--- config.mk ---
export PLATFORM = sky130hd
export DESIGN_NAME = alu_issue_ctrl_flat
export DESIGN_NICKNAME = d
export VERILOG_FILES = /design/src/rtl/alu_issue_pkg.sv /design/src/rtl/alu_issue_ctrl_if.sv /design/src/rtl/alu_issue_ctrl.sv /design/src/flat_wrapper.sv
export SDC_FILE = /design/constraint.sdc
export NUM_CORES = 1
export LEC_CHECK = 0
export ABC_AREA = 1
export CAP_MARGIN = 0
export CORE_MARGIN = 5
export CORE_UTILIZATION = 45
export CTS_CLUSTER_SIZE = 28
export DETAILED_ROUTE_END_ITERATION = 8
export HOLD_SLACK_MARGIN = 0.03
export PLACE_DENSITY = 0.83
export SYNTH_ARGS = -nofsm -noshare
export SYNTH_HDL_FRONTEND = slang
export SYNTH_SLANG_ARGS = --single-unit
--- constraint.sdc ---
create_clock -name clk -period 9.2 [get_ports clk]
set_input_delay 2.76 -clock clk [delete_from_list [all_inputs] [get_ports clk]]
set_output_delay 2.76 -clock clk [all_outputs]
set_load 0.02 [all_outputs]
--- src/rtl/alu_issue_pkg.sv ---
// Shared definitions for the ALU issue controller: parameter defaults,
// FSM state encoding and response flag bit positions.
package alu_issue_pkg;

    localparam int LENGTH_DEF = 32;
    localparam int TAG_W_DEF  = 4;

    // Bit positions inside the 4-bit response flag vector.
    localparam int FLAG_CARRY = 3;
    localparam int FLAG_ZERO  = 2;
    localparam int FLAG_SIGN  = 1;
    localparam int FLAG_OVF   = 0;

    typedef enum logic [1:0] {
        ST_IDLE  = 2'd0,
        ST_DRIVE = 2'd1,
        ST_RESP  = 2'd2
    } state_e;

    // Pack the individual ALU flags into the response flag layout.
    function automatic logic [3:0] pack_flags(input logic carry, input logic zero,
                                              input logic sign, input logic ovf);
        logic [3:0] f;
        f             = '0;
        f[FLAG_CARRY] = carry;
        f[FLAG_ZERO]  = zero;
        f[FLAG_SIGN]  = sign;
        f[FLAG_OVF]   = ovf;
        return f;
    endfunction

endpackage

--- src/rtl/alu_issue_ctrl_if.sv ---
// Bundle of command, response, external-ALU and status signals around
// alu_issue_ctrl. slave = controller view, master = environment view.
interface alu_issue_ctrl_if
    import alu_issue_pkg::*;
#(
    parameter int LENGTH = LENGTH_DEF,
    parameter int TAG_W  = TAG_W_DEF
);
    // command channel
    logic              cmd_valid;
    logic              cmd_ready;
    logic [3:0]        cmd_opcode;
    logic [LENGTH-1:0] cmd_a;
    logic [LENGTH-1:0] cmd_b;
    logic              cmd_chain;
    logic [TAG_W-1:0]  cmd_tag;

    // external ALU
    logic [LENGTH-1:0] alu_op1;
    logic [LENGTH-1:0] alu_op2;
    logic              alu_mode;
    logic [2:0]        alu_operation;
    logic [LENGTH-1:0] alu_out;
    logic              alu_carry;
    logic              alu_zero;
    logic              alu_sign;
    logic              alu_overflow;

    // response channel
    logic              rsp_valid;
    logic              rsp_ready;
    logic [LENGTH-1:0] rsp_result;
    logic [3:0]        rsp_flags;
    logic [TAG_W-1:0]  rsp_tag;

    // status
    logic              ovf_sticky;
    logic              clr_sticky;
    logic [15:0]       op_count;

    modport slave (
        input  cmd_valid, cmd_opcode, cmd_a, cmd_b, cmd_chain, cmd_tag,
        output cmd_ready,
        output alu_op1, alu_op2, alu_mode, alu_operation,
        input  alu_out, alu_carry, alu_zero, alu_sign, alu_overflow,
        output rsp_valid, rsp_result, rsp_flags, rsp_tag,
        input  rsp_ready,
        output ovf_sticky, op_count,
        input  clr_sticky
    );

    modport master (
        output cmd_valid, cmd_opcode, cmd_a, cmd_b, cmd_chain, cmd_tag,
        input  cmd_ready,
        input  alu_op1, alu_op2, alu_mode, alu_operation,
        output alu_out, alu_carry, alu_zero, alu_sign, alu_overflow,
        input  rsp_valid, rsp_result, rsp_flags, rsp_tag,
        output rsp_ready,
        input  ovf_sticky, op_count,
        output clr_sticky
    );

endinterface

--- src/rtl/alu_issue_ctrl.sv ---
// Issue controller for an external combinational ALU. Accepts one command,
// registers the ALU operands for one DRIVE cycle, captures the result and
// holds it on the response channel until taken.
module alu_issue_ctrl
    import alu_issue_pkg::*;
#(
    parameter int LENGTH = LENGTH_DEF,
    parameter int TAG_W  = TAG_W_DEF
) (
    input logic            clk,
    input logic            rst,
    alu_issue_ctrl_if.slave bus
);

    localparam logic [1:0] IDLE  = ST_IDLE;
    localparam logic [1:0] DRIVE = ST_DRIVE;
    localparam logic [1:0] RESP  = ST_RESP;

    logic [1:0]        state;
    logic [LENGTH-1:0] op1_q;
    logic [LENGTH-1:0] op2_q;
    logic              mode_q;
    logic [2:0]        oper_q;
    logic [TAG_W-1:0]  tag_q;
    logic [LENGTH-1:0] acc_q;
    logic [LENGTH-1:0] result_q;
    logic [3:0]        flags_q;
    logic              sticky_q;
    logic [15:0]       op_count_q;

    logic              accept;
    logic              capture;
    logic              complete;
    logic [3:0]        alu_flags;

    assign accept    = bus.cmd_valid && (state == IDLE);
    assign capture   = (state == DRIVE);
    assign complete  = (state == RESP) && bus.rsp_ready;
    assign alu_flags = pack_flags(bus.alu_carry, bus.alu_zero, bus.alu_sign, bus.alu_overflow);

    // Three-state issue sequence; DRIVE is always exactly one cycle.
    always_ff @(posedge clk or posedge rst) begin
        if (rst) begin
            state <= IDLE;
        end else begin
            case (state)
                IDLE:    if (accept) state <= DRIVE;
                DRIVE:   state <= RESP;
                RESP:    if (bus.rsp_ready) state <= IDLE;
                default: state <= IDLE;
            endcase
        end
    end

    // ALU-facing operand/control registers load only on the accept edge.
    always_ff @(posedge clk or posedge rst) begin
        if (rst) begin
            op1_q  <= '0;
            op2_q  <= '0;
            mode_q <= 1'b0;
            oper_q <= '0;
            tag_q  <= '0;
        end else if (accept) begin
            op1_q  <= bus.cmd_chain ? acc_q : bus.cmd_a;
            op2_q  <= bus.cmd_b;
            mode_q <= bus.cmd_opcode[3];
            oper_q <= bus.cmd_opcode[2:0];
            tag_q  <= bus.cmd_tag;
        end
    end

    // Sample the ALU at the end of DRIVE; the accumulator tracks the last result.
    always_ff @(posedge clk or posedge rst) begin
        if (rst) begin
            result_q <= '0;
            flags_q  <= '0;
            acc_q    <= '0;
        end else if (capture) begin
            result_q <= bus.alu_out;
            flags_q  <= alu_flags;
            acc_q    <= bus.alu_out;
        end
    end

    // Sticky overflow: a capture with overflow beats a same-cycle clear.
    always_ff @(posedge clk or posedge rst) begin
        if (rst) begin
            sticky_q <= 1'b0;
        end else if (capture && bus.alu_overflow) begin
            sticky_q <= 1'b1;
        end else if (bus.clr_sticky) begin
            sticky_q <= 1'b0;
        end
    end

    // Count responses actually taken by the consumer; wraps naturally.
    always_ff @(posedge clk or posedge rst) begin
        if (rst) begin
            op_count_q <= '0;
        end else if (complete) begin
            op_count_q <= op_count_q + 16'd1;
        end
    end

    assign bus.cmd_ready     = (state == IDLE);
    assign bus.alu_op1       = op1_q;
    assign bus.alu_op2       = op2_q;
    assign bus.alu_mode      = mode_q;
    assign bus.alu_operation = oper_q;
    assign bus.rsp_valid     = (state == RESP);
    assign bus.rsp_result    = result_q;
    assign bus.rsp_flags     = flags_q;
    assign bus.rsp_tag       = tag_q;
    assign bus.ovf_sticky    = sticky_q;
    assign bus.op_count      = op_count_q;

endmodule

--- src/flat_wrapper.sv ---
// flat-port wrapper written by rule: the top's interface ports become plain ports
module alu_issue_ctrl_flat import alu_issue_pkg::*;
#(
    parameter int LENGTH = LENGTH_DEF,
    parameter int TAG_W  = TAG_W_DEF
)
  (clk, rst, bus_cmd_valid, bus_cmd_opcode, bus_cmd_a, bus_cmd_b, bus_cmd_chain, bus_cmd_tag, bus_cmd_ready, bus_alu_op1, bus_alu_op2, bus_alu_mode, bus_alu_operation, bus_alu_out, bus_alu_carry, bus_alu_zero, bus_alu_sign, bus_alu_overflow, bus_rsp_valid, bus_rsp_result, bus_rsp_flags, bus_rsp_tag, bus_rsp_ready, bus_ovf_sticky, bus_op_count, bus_clr_sticky);
  alu_issue_ctrl_if #(.LENGTH(LENGTH), .TAG_W(TAG_W)) bus_i ();
  input logic clk;
  input logic rst;
  input wire logic [$bits(bus_i.cmd_valid)-1:0] bus_cmd_valid;
  input wire logic [$bits(bus_i.cmd_opcode)-1:0] bus_cmd_opcode;
  input wire logic [$bits(bus_i.cmd_a)-1:0] bus_cmd_a;
  input wire logic [$bits(bus_i.cmd_b)-1:0] bus_cmd_b;
  input wire logic [$bits(bus_i.cmd_chain)-1:0] bus_cmd_chain;
  input wire logic [$bits(bus_i.cmd_tag)-1:0] bus_cmd_tag;
  output wire logic [$bits(bus_i.cmd_ready)-1:0] bus_cmd_ready;
  output wire logic [$bits(bus_i.alu_op1)-1:0] bus_alu_op1;
  output wire logic [$bits(bus_i.alu_op2)-1:0] bus_alu_op2;
  output wire logic [$bits(bus_i.alu_mode)-1:0] bus_alu_mode;
  output wire logic [$bits(bus_i.alu_operation)-1:0] bus_alu_operation;
  input wire logic [$bits(bus_i.alu_out)-1:0] bus_alu_out;
  input wire logic [$bits(bus_i.alu_carry)-1:0] bus_alu_carry;
  input wire logic [$bits(bus_i.alu_zero)-1:0] bus_alu_zero;
  input wire logic [$bits(bus_i.alu_sign)-1:0] bus_alu_sign;
  input wire logic [$bits(bus_i.alu_overflow)-1:0] bus_alu_overflow;
  output wire logic [$bits(bus_i.rsp_valid)-1:0] bus_rsp_valid;
  output wire logic [$bits(bus_i.rsp_result)-1:0] bus_rsp_result;
  output wire logic [$bits(bus_i.rsp_flags)-1:0] bus_rsp_flags;
  output wire logic [$bits(bus_i.rsp_tag)-1:0] bus_rsp_tag;
  input wire logic [$bits(bus_i.rsp_ready)-1:0] bus_rsp_ready;
  output wire logic [$bits(bus_i.ovf_sticky)-1:0] bus_ovf_sticky;
  output wire logic [$bits(bus_i.op_count)-1:0] bus_op_count;
  input wire logic [$bits(bus_i.clr_sticky)-1:0] bus_clr_sticky;
  assign bus_i.cmd_valid = bus_cmd_valid;
  assign bus_i.cmd_opcode = bus_cmd_opcode;
  assign bus_i.cmd_a = bus_cmd_a;
  assign bus_i.cmd_b = bus_cmd_b;
  assign bus_i.cmd_chain = bus_cmd_chain;
  assign bus_i.cmd_tag = bus_cmd_tag;
  assign bus_cmd_ready = bus_i.cmd_ready;
  assign bus_alu_op1 = bus_i.alu_op1;
  assign bus_alu_op2 = bus_i.alu_op2;
  assign bus_alu_mode = bus_i.alu_mode;
  assign bus_alu_operation = bus_i.alu_operation;
  assign bus_i.alu_out = bus_alu_out;
  assign bus_i.alu_carry = bus_alu_carry;
  assign bus_i.alu_zero = bus_alu_zero;
  assign bus_i.alu_sign = bus_alu_sign;
  assign bus_i.alu_overflow = bus_alu_overflow;
  assign bus_rsp_valid = bus_i.rsp_valid;
  assign bus_rsp_result = bus_i.rsp_result;
  assign bus_rsp_flags = bus_i.rsp_flags;
  assign bus_rsp_tag = bus_i.rsp_tag;
  assign bus_i.rsp_ready = bus_rsp_ready;
  assign bus_ovf_sticky = bus_i.ovf_sticky;
  assign bus_op_count = bus_i.op_count;
  assign bus_i.clr_sticky = bus_clr_sticky;
  alu_issue_ctrl #(.LENGTH(LENGTH), .TAG_W(TAG_W)) u_core (.clk(clk), .rst(rst), .bus(bus_i));
endmodule
# --- After elaboration in Yosys (flattened, before gate mapping) ---
# Index checks and enable logic that the tools add are counted.
word_totals:
  memories: 0
  latch_bits: 0
  inputBits: 114
  mem_bits_rw: 0
  mem_bits_ro: 0
  reg_bits: 127
  out_inout_bits: 127
  word_cells: 27
op_classes:
  n_shift: 0
  n_div: 0
  bitwise: 0
  mul: 0
  addsub: 1
  n_reduce_logical: 6
  order_cmp: 0
  n_mux: 6
  eq_ne: 4
op_table:
  columns: ["op", "n"]
  rows:
  - ["32-bit 2-to-1 mux", 1]
  - ["16-bit by 1-bit adder with 16-bit output (second input constant)", 1]
  - ["2-bit case mux with 3 select lines", 1]
  - ["2-bit 2-to-1 mux", 2]
  - ["2-bit by 1-bit inequality test with 1-bit output (second input constant)", 2]
  - ["1-bit logical AND", 3]
  - ["2-bit by 1-bit == test with 1-bit output (second input constant)", 1]
  - ["2-bit == test (second input constant)", 1]
  - ["2-bit zero test", 1]
  - ["1-bit 2-to-1 mux", 2]
  - ["2-bit AND reduction", 1]
  - ["2-bit nonzero test", 1]

# --- Longest topological paths before layout ---
depth:
  ltp_word: 4
  depth_mapped: 8
  mapped_depth_nobuf: 8

# --- Least setup slack after synthesis ---
# OpenSTA, ideal clock, no wires.
synth_path:
  path_kind: "input -> register"
  from: "input bus_cmd_chain"
  to: "register u_core.op1_q[19] (netlist: u_core.bus.alu_op1[19])"
  path_slack_ps: 5675
  required_time_ps: 9066
  arrival_time_ps: 3391
  n_path_buf: 2
  setup_time_ps: 134
  path_stages: 5
  cell_sequence: "buf_2 -> buf_1 -> nand2_1 -> o21ai_0 -> o21ai_0"
synth_via:
  elab_chain_len: 1
synth_lines:
  columns: ["element", "line_no", "text"]
  rows:
  - ["from (decl)", "flat_wrapper.sv:15", "input wire logic [$bits(bus_i.cmd_chain)-1:0] bus_cmd_chain;"]
  - ["32-bit 2-to-1 mux", "alu_issue_ctrl.sv:64", "op1_q <= bus.cmd_chain ? acc_q : bus.cmd_a;"]
  - ["to (signal assigned)", "alu_issue_ctrl.sv:64", null]
  - ["to (decl)", "alu_issue_ctrl.sv:20", "logic [LENGTH-1:0] op1_q;"]
# Every way passes these cells.
# A chain may end at the register's enable or synchronous reset.

# --- Final worst setup path ---
layout_path:
  from: "input bus_cmd_valid"
  to: "register u_core.op2_q[0] (netlist: u_core.bus.alu_op2[0])"
layout_via:
  elab_chain_len: 1
layout_lines:
  columns: ["element", "line_no", "text"]
  rows:
  - ["from (decl)", "flat_wrapper.sv:11", "input wire logic [$bits(bus_i.cmd_valid)-1:0] bus_cmd_valid;"]
  - ["1-bit logical AND", "alu_issue_ctrl.sv:36", "assign accept = bus.cmd_valid && (state == IDLE);"]
  - ["to (signal assigned)", "alu_issue_ctrl.sv:65", "op2_q <= bus.cmd_b;"]
  - ["to (decl)", "alu_issue_ctrl.sv:21", "logic [LENGTH-1:0] op2_q;"]
# Every way passes these cells.

==> implementation parameters <==
Parameter                              Value

Timing
  Time the worst path needs with I/O delays and setup    4.50 ns
  Fin Clk Skew    0.00914 ns
  Slew Viols, Final    0
  Post-route clock period utilization    0.489
  Setup repair after global routing missed its margin    no
  Finish-stage setup viols    0
  Worst hold slack    0.479 ns
  Worst slew pin tran    0.998 ns
  Total Neg Setup Slack    0 ns
  Worst rel slew slack    0.335
  Hold violation total from the final report    0
  Upper clock frequency limit    0.222 GHz

Routing
  Detail-routed via count per cell    4.91
  Final Routed Wirelength    15400 um
  Wirelength per Cell    15.5 um
  Detailed router's first-iteration violation count    489
  Drc violations    0
  Routed Antenna Nets    0
  Vias    4882
  First-pass detailed-route iteration total    6

Flow run
  Max Cap Violations    0

Power and ir drop
  Combinational cell fraction of total power    0.443
  Leak    3.90 nW
  Worst IR Drop VDD    0.215 mV
  Internal power    1.84 mW
  Total power divided by cell area    355 nW/um^2
  Sw frac    0.380
  Power spent charging and discharging nets    1.13 mW
  Sequential group share of total power    0.323
  Clock network fraction of design power    0.234

CTS
  Register clock-pin slew on the reported worst setup and hold paths    0.05 ns
  Max H-tree Level    4
  Total clock buffers created by CTS    17
  Post-CTS setup repair buffer count    0
  Hold buffer count at cts    0
  Number of sinks driven by the clock tree    127
  Number of resized instances in the post-cts repair step    0
  Clock latency of the later-clocked register in the worst-skew pair    0.41 ns
  Maximum count of clock buffers along a single path    2
  Clock root buffer    clkbuf_16
  CTS tree    done

Logic synthesis
  Post-synthesis async set-or-reset flop share    1.00
  Synth area leaders    dfrtp_1, nand2_1, o21ai_0
  Syn. warnings    0
  Average cell area after synthesis    8.69 um^2
  Library cell with the largest summed area after synthesis    dfrtp_1
  Cell with the most instances after synthesis    nand2_1
  Area share of the leading cell type in the synthesized netlist    0.603
  EDFF count, synth    0
  Top FF cell, synth    dfrtp_1
  Flip-flop and latch count after synthesis    127
  Net Count, Synth    721
  Number of distinct library cell variants in the gate-level netlist after synthesis    24
  Synthesized cell area    5270 um^2
  Leading cell types by count after synthesis    nand2_1, dfrtp_1, o21ai_0
  Sequential element share of the synthesized area    0.603
  Mapped Cells    606

Place
  Final estimated routing congestion in global placement    0.862
  Placed Cells    962
  Half-perimeter wire length after detailed placement    11400 um
  Buffers added on ports    240

Global route
  Global-route wire length before repair    25500 um
  Global-route congestion overflow total    0
  Initial antenna violation count    0
  Via count of the first global-routing pass    5247
  Maximum number of pins on one net before global-route repair    106
  Total routing usage reported by global routing    0.223

Floorplanning
  Core Footprint    11500 um^2
  Die outline area    14000 um^2
  Y dimension of the die    118 um
  Boundary Pins    241
  Starting utilization of the core area    0.459
  Rows    39
  Die boundary width    118 um

Worst setup path
  Startpoint class of the critical path    input pin
  Category of the critical setup timing path    input pin to flop
  Critical path fanouts, max    105
  Data arrival time of the critical path    4.84 ns
  Worst Path Required    9.54 ns
  CP dominant cell by count    nand2_1
  CP Cell Sequence    clkdlybuf4s50_1 > nand2_4 > inv_2 > nand2_1 > nand2_1
  Critical path endpoint category    flop
  Buf/Inv on CP    2
  Top Family by Delay on Critical Path    buffers and inverters
  Cell type of the slowest stage on the worst timing path    inv_2
  Critical Path Max Stage Delay    0.76 ns

Final layout
  Fillers    842
  Final Core Density    0.728
  Number of cells in the finished layout apart from fillers    994
  Syn-to-layout area delta    58.4%
  Share of final-layout standard cells stronger than drive strength 1    0.0541
  Fin nets    953
  Diode insertion count for antenna repair    0

Min path
  Type of the worst min-delay path    flop to flop

Status
  Result of the run    complete, no violations
-- cell type report --
cell class	count	area [um^2]	share of cell area
clock inverters	12	159	0.0190
flip-flops and latches	127	3180	0.381
multi-input cells	399	1760	0.210
clock buffers	20	467	0.0559
inverters	51	194	0.0232
repair buffers	242	2410	0.289
well taps	143	179	0.0214
-- cell usage in the layout (no fill, tap or decap), types with 2 or more instances in the layout --
cell and count:
clkdlybuf4s50_1 239, inv_2 3, inv_1 47, nand4_1 2
o21ai_0 77, clkinv_4 2, nor2_2 2, nor3_1 2
dfrtp_1 127, o21ai_1 22, clkbuf_16 17, nand2_1 262
xor2_1 5, xnor2_1 5, bufinv_16 3, buf_4 2
clkbuf_8 3, nand3_1 6, clkinvlp_4 5, nor2_4 2
nor2_1 8
-- cell families (layout without fill, tap and decap cells) --
family / Yosys count / in the layout / synth area share
DFF: 127 / 127 / 0.603
AOI/OAI and AO/OA: 100 / 100 / 0.0955
xor gates and xnor gates: 10 / 10 / 0.0166
buffers and inverters: 80 / 325 / 0.0651
and+or+nand+nor: 288 / 288 / 0.217
adders and majority gates: 1 / 1 / 0.00237
-- state kept, by name (all words and copies together) (netlist names) --
register	flops
u_core.bus.alu_mode	1
u_core.bus.alu_op1	32
u_core.bus.alu_op2	32
u_core.bus.alu_operation	3
u_core.bus.op_count	16
u_core.bus.ovf_sticky	1
u_core.bus.rsp_flags	4
u_core.bus.rsp_result	32
u_core.bus.rsp_tag	4
u_core.state	2
-- tightest hold or removal path, cell delays in order, from the launching register on --
cell and delay, ns:
dfrtp_1 0.34, nand2_1 0.06, nand2_1 0.05
-- through the flow --
| stage | setup slack, ns | area [um^2] | total power, mW |
|---|---|---|---|
| final | 4.70 | 8350 | 2.96 |
| after global routing | 4.48 | 8350 | 3.14 |
| after CTS | 4.68 | 8350 | 2.99 |
| after detailed placement | 4.25 | 7720 | 2.28 |
| after global placement | 4.36 | 7720 | 2.24 |
| after floorplan | 3.06 | 5270 | 1.61 |
-- layer usage --
metal,vias to the layer above,routed length [um],global-route usage
met2,211,7630,0.378
met5,-,0,0
met3,39,1180,0.0726
li1,2341,-,-
met1,2291,6110,0.260
met4,0,482,0.0925
-- power by group through the flow --
stage | Clock, mW | Sequential (mW) | Combinational (mW)
detailed placement | 0 | 0.957 | 1.33
global placement | 0 | 0.952 | 1.29
finish | 0.694 | 0.958 | 1.31
global route | 0.733 | 0.990 | 1.42
CTS | 0.706 | 0.958 | 1.33
floorplan | 0 | 1.24 | 0.374
-- path summary, 6_finish.rpt --
| kind | start | to | slack, ns | depth (start not counted) |
|---|---|---|---|---|
| max in group asynchronous | rst | u_core.bus.alu_op1[4] | 5.05 | 3 |
| worst max-delay path | bus_cmd_valid | u_core.bus.alu_op2[0] | 4.70 | 5 |
| worst min register to register | u_core.bus.rsp_flags[0] | u_core.bus.rsp_flags[0] | 0.48 | 2 |
| worst min-delay path | u_core.bus.rsp_flags[0] | u_core.bus.rsp_flags[0] | 0.48 | 2 |
| min in group asynchronous | rst | u_core.bus.alu_op2[24] | 2.85 | 2 |
| worst max register to register | u_core.state[1] | u_core.bus.alu_op2[0] | 6.85 | 5 |
(Power assumes the default switching activity.)
